File: src/rtl/counter_btn_cond.sv
// Push-button conditioning for counter_top: two-flop sync, per-channel
// debounce, rising-edge detect and rst > stop > start command resolution.
module counter_btn_cond #(
  parameter int unsigned DEB_CYCLES = 16,
  parameter int unsigned DEB_W      = $clog2(DEB_CYCLES)
) (
  input  logic       clk,
  input  logic       rst_n,
  input  logic       btn_start_i,
  input  logic       btn_stop_i,
  input  logic       btn_rst_i,
  output logic       cnt_start,
  output logic       cnt_stop,
  output logic       cnt_rst,
  output logic [2:0] btn_level
);

  // Channel order inside the packed vectors matches btn_level: {rst, stop, start}.
  localparam int unsigned ChStart = 0;
  localparam int unsigned ChStop  = 1;
  localparam int unsigned ChRst   = 2;

  localparam logic [DEB_W-1:0] DcntMax = DEB_W'(DEB_CYCLES - 1);
  localparam logic [DEB_W-1:0] DcntOne = DEB_W'(1);

  logic [2:0]            btn_raw;
  logic [2:0]            s1;
  logic [2:0]            s2;
  logic [2:0]            lvl;
  logic [2:0]            lvl_nxt;
  logic [2:0]            rise;
  logic [2:0][DEB_W-1:0] dcnt;
  logic [2:0][DEB_W-1:0] dcnt_nxt;
  logic                  start_cmd;
  logic                  stop_cmd;
  logic                  rst_cmd;

  assign btn_raw = {btn_rst_i, btn_stop_i, btn_start_i};

  // Two-flop synchroniser for the asynchronous pad inputs.
  always_ff @(posedge clk or negedge rst_n) begin
    if (!rst_n) begin
      s1 <= '0;
      s2 <= '0;
    end else begin
      s1 <= btn_raw;
      s2 <= s1;
    end
  end

  // Debounce: count consecutive disagreeing samples, any agreeing sample restarts.
  always_comb begin
    lvl_nxt  = lvl;
    dcnt_nxt = '0;
    for (int i = 0; i < 3; i++) begin
      if (s2[i] != lvl[i]) begin
        if (dcnt[i] == DcntMax) begin
          lvl_nxt[i] = s2[i];
        end else begin
          dcnt_nxt[i] = dcnt[i] + DcntOne;
        end
      end
    end
  end

  // Debounced level and counter state.
  always_ff @(posedge clk or negedge rst_n) begin
    if (!rst_n) begin
      lvl  <= '0;
      dcnt <= '0;
    end else begin
      lvl  <= lvl_nxt;
      dcnt <= dcnt_nxt;
    end
  end

  assign rise = lvl_nxt & ~lvl;

  // Priority resolution against the new debounced levels; losers are dropped.
  always_comb begin
    rst_cmd   = rise[ChRst];
    stop_cmd  = rise[ChStop] & ~rise[ChRst] & ~lvl_nxt[ChRst];
    start_cmd = rise[ChStart] & ~rise[ChStop] & ~rise[ChRst]
              & ~lvl_nxt[ChRst] & ~lvl_nxt[ChStop];
  end

  // Registered command pulses so counter_top sees glitch-free inputs.
  always_ff @(posedge clk or negedge rst_n) begin
    if (!rst_n) begin
      cnt_start <= 1'b0;
      cnt_stop  <= 1'b0;
      cnt_rst   <= 1'b0;
    end else begin
      cnt_start <= start_cmd;
      cnt_stop  <= stop_cmd;
      cnt_rst   <= rst_cmd;
    end
  end

  assign btn_level = lvl;

endmodule
File: config.mk
export PLATFORM = sky130hd
export DESIGN_NAME = counter_btn_cond
export DESIGN_NICKNAME = d
export VERILOG_FILES = /design/src/rtl/counter_btn_cond.sv
export SDC_FILE = /design/constraint.sdc
export NUM_CORES = 1
export LEC_CHECK = 0
export CAP_MARGIN = 10
export CORE_MARGIN = 5
export CORE_UTILIZATION = 40
export CTS_CLUSTER_DIAMETER = 30
export CTS_CLUSTER_SIZE = 10
export DETAILED_ROUTE_END_ITERATION = 8
export DONT_BUFFER_PORTS = 1
export HOLD_SLACK_MARGIN = 0.02
export PLACE_DENSITY = 0.6
export SLEW_MARGIN = 25
export SYNTH_ARGS = -nofsm -noshare
export SYNTH_HDL_FRONTEND = slang
export SYNTH_SLANG_ARGS = --single-unit
File: constraint.sdc
create_clock -name clk -period 1.3 [get_ports clk]
set_input_delay 0.26 -clock clk [delete_from_list [all_inputs] [get_ports clk]]
set_output_delay 0.26 -clock clk [all_outputs]
set_load 0.01 [all_outputs]
==> reports/results.txt <==
Hold Fails Final Rpt: 0
status: finished, violations left
Cell Count, Final, Fillers Out: 111
Cell Rows: 17
clk_skew: 0.000937 ns
worst setup margin: -0.0348 ns
most frequent cell after synthesis: dfrtp_1
Final period util: 103%
Vias: 572
# IOs: 11
CTS tree: yes
post-synthesis cell area: 926 um^2
P&R area growth vs syn: 24.2%
Post-synth EDFFs: 0
HP Class: flop to flop
full die area: 3380 um^2
ranking of synthesized cells by area: dfrtp_1 65%, xnor2_1 5.7%, ha_1 4.1%
setup violators final: 1
relative slew slack: 65.2%
Crit path required time: 1.52 ns
CTS buffer count: 3
placed instance count: 102
Seq/Total Area, Yosys: 64.9%
initial antenna violation count: 0
core region area: 2210 um^2
Yosys warning count: 0
Bufs on Longest Clock Path: 2
Post-synth ARST share: 100%
Power Total: 1.31 mW
Worst-path clk slew: 0.12 ns
Die Width: 58.1 um
synth cell count leaders: 24 x dfrtp_1, 6 x xnor2_1, 4 x a21oi_1
clock root buffer: clkbuf_4
hold slack: 0.363 ns
hpwl dp: 1030 um
input/output buffers: 0
post-synthesis register bit count: 24
DRC: 0
Global Route Usage Sum: 9.93%
pin count of the biggest net entering global routing: 25
failing checks: negative setup slack
Lkg Pwr: 0.505 nW
global-route wire length before repair: 2590 um
layout cells sized above 1: 27.7%
vias in the first global route: 616
CTS sink count: 24
vias per inst: 5.15
Power Density: 1140 nW/um^2
gp weighted congestion: 0.769
Sum Neg Setup Slack: -0.0348 ns
Yosys cell types: 19
Yosys top cell area share: 64.9%
Inserted Diodes: 0
Setup crit start kind: flop
total of max-cap violations: 0
pre-CTS WS: -0.0105 ns
crit path DAT: 1.56 ns
initial core utilization: 41.9%
syn_area_per_cell: 14.2 um^2
RSZ-0062 raised after global routing: true
Worst-Skew Late Latency: 0.30 ns
syn nets: 73
max frequency: 749 MHz
initial DRC count: 5
Mapped Cells: 65
drt total wl: 1470 um
Avg WL per Cell: 13.2 um
Clock H-tree levels: 1
Synth area leader: dfrtp_1
Slew Limit Fails: 0
antenna-violating nets left: 0
Tightest Pin Transition: 0.523 ns
Max FO, Critical Path: 3
final period demand of the worst path: 1.33 ns
Critical Path Sink Type: flop
final-stage net count: 92
dominant synthesized flop cell: dfrtp_1
global route total overflow: 0
First-pass DRT Iterations: 4
worst vdd ir: 0.668 mV
die height: 58.1 um
kind of critical path: flop to flop
## per-stage QoR
step / util (%) / area, um^2
finish: 52.0 / 1150
global route: 52.0 / 1150
CTS: 51.0 / 1130
detailed placement: 47.5 / 1050
global placement: 47.5 / 1050
floorplan: - / 948
## power breakdown
part	internal (mW)	total (mW)	switching, mW
sequential	0.778	0.807	0.0288
combinational	0.0677	0.122	0.0539
clock	0.171	0.380	0.210
total	1.02	1.31	0.292
## registers in the layout, summed over array words and instances (netlist names)
name / flops
cnt_stop: 1
s2: 3
cnt_rst: 1
cnt_start: 1
s1: 3
dcnt: 12
btn_level: 3
## cells by family after synthesis
family                   share of synthesized area, %
flip-flops                                       64.9
adder cells (fa/ha/maj)                          4.05
AO/OA/AOI/OAI                                    7.57
AND/OR/NAND/NOR                                  12.2
buffers and inverters                            1.22
multiplexers                                     4.46
XOR/XNOR                                         5.68
## layout by cell type (no fill, tap or decap)
cell type | synthesis | layout
a21oi_1 | 4 | 4
nand3_2 | 1 | 1
dlygate4sd3_1 | 0 | 4
ha_2 | 0 | 1
a21o_1 | 1 | 1
o21ai_0 | 2 | 2
nor2b_1 | 3 | 3
clkbuf_8 | 0 | 1
nor3b_1 | 2 | 2
clkbuf_4 | 0 | 3
nor2_1 | 3 | 3
nor4_1 | 1 | 1
nand3_1 | 2 | 1
dfrtp_1 | 24 | 24
a31oi_1 | 1 | 1
mux2_2 | 1 | 1
xnor2_1 | 6 | 6
buf_2 | 0 | 1
ha_4 | 0 | 2
nand3_4 | 0 | 1
inv_1 | 3 | 3
buf_4 | 0 | 9
nand4b_1 | 2 | 2
a311oi_1 | 3 | 3
mux2_4 | 2 | 2
nor4b_4 | 1 | 1
## path summary, 6_finish.rpt
| kind | cells past startpoint | slack (ns) | end | from |
|---|---|---|---|---|
| max | 4 | -0.03 | cnt_start$_DFF_PN0_ | dcnt[9]$_DFF_PN0_ |
| min | 0 | 0.36 | s2[1]$_DFF_PN0_ | s1[1]$_DFF_PN0_ |
| max reg2reg | 4 | -0.03 | cnt_start$_DFF_PN0_ | dcnt[9]$_DFF_PN0_ |
| min reg2reg | 0 | 0.36 | s2[1]$_DFF_PN0_ | s1[1]$_DFF_PN0_ |
| max in group asynchronous | 2 | 0.51 | dcnt[4]$_DFF_PN0_ | rst_n |
| min in group asynchronous | 2 | 0.44 | dcnt[0]$_DFF_PN0_ | rst_n |
## layout make-up
cell class	count	area, um^2
Clock buffer	4	36.3
Tap cell	28	35.0
Inverter	3	11.3
Multi-Input combinational cell	38	354
Sequential cell	24	601
Timing Repair Buffer	14	113
Fill cell	200	1060
## worst max-delay path, stage by stage, from the launching register on
cell and delay, ns:
dfrtp_1 0.43, ha_4 0.19, nand3_4 0.06, mux2_4 0.33, nor4b_4 0.24
## layer usage
metal	track usage, %	vias up	part of all wire [%]
li1	-	268	-
met1	12.4	287	46
met2	15.8	15	48
met3	2.67	2	5.5
met4	4.97	0	1.2
met5	0	-	0
## timing repair
action	in CTS	in global routing
gates cloned	0	0
pin swaps	0	3
hold buffers	4	1
endpoints found under the hold margin	27	24
buffers inserted	0	0
setup endpoints to repair	1	2
gates resized for setup	0	2
(Power assumes the default switching activity.)
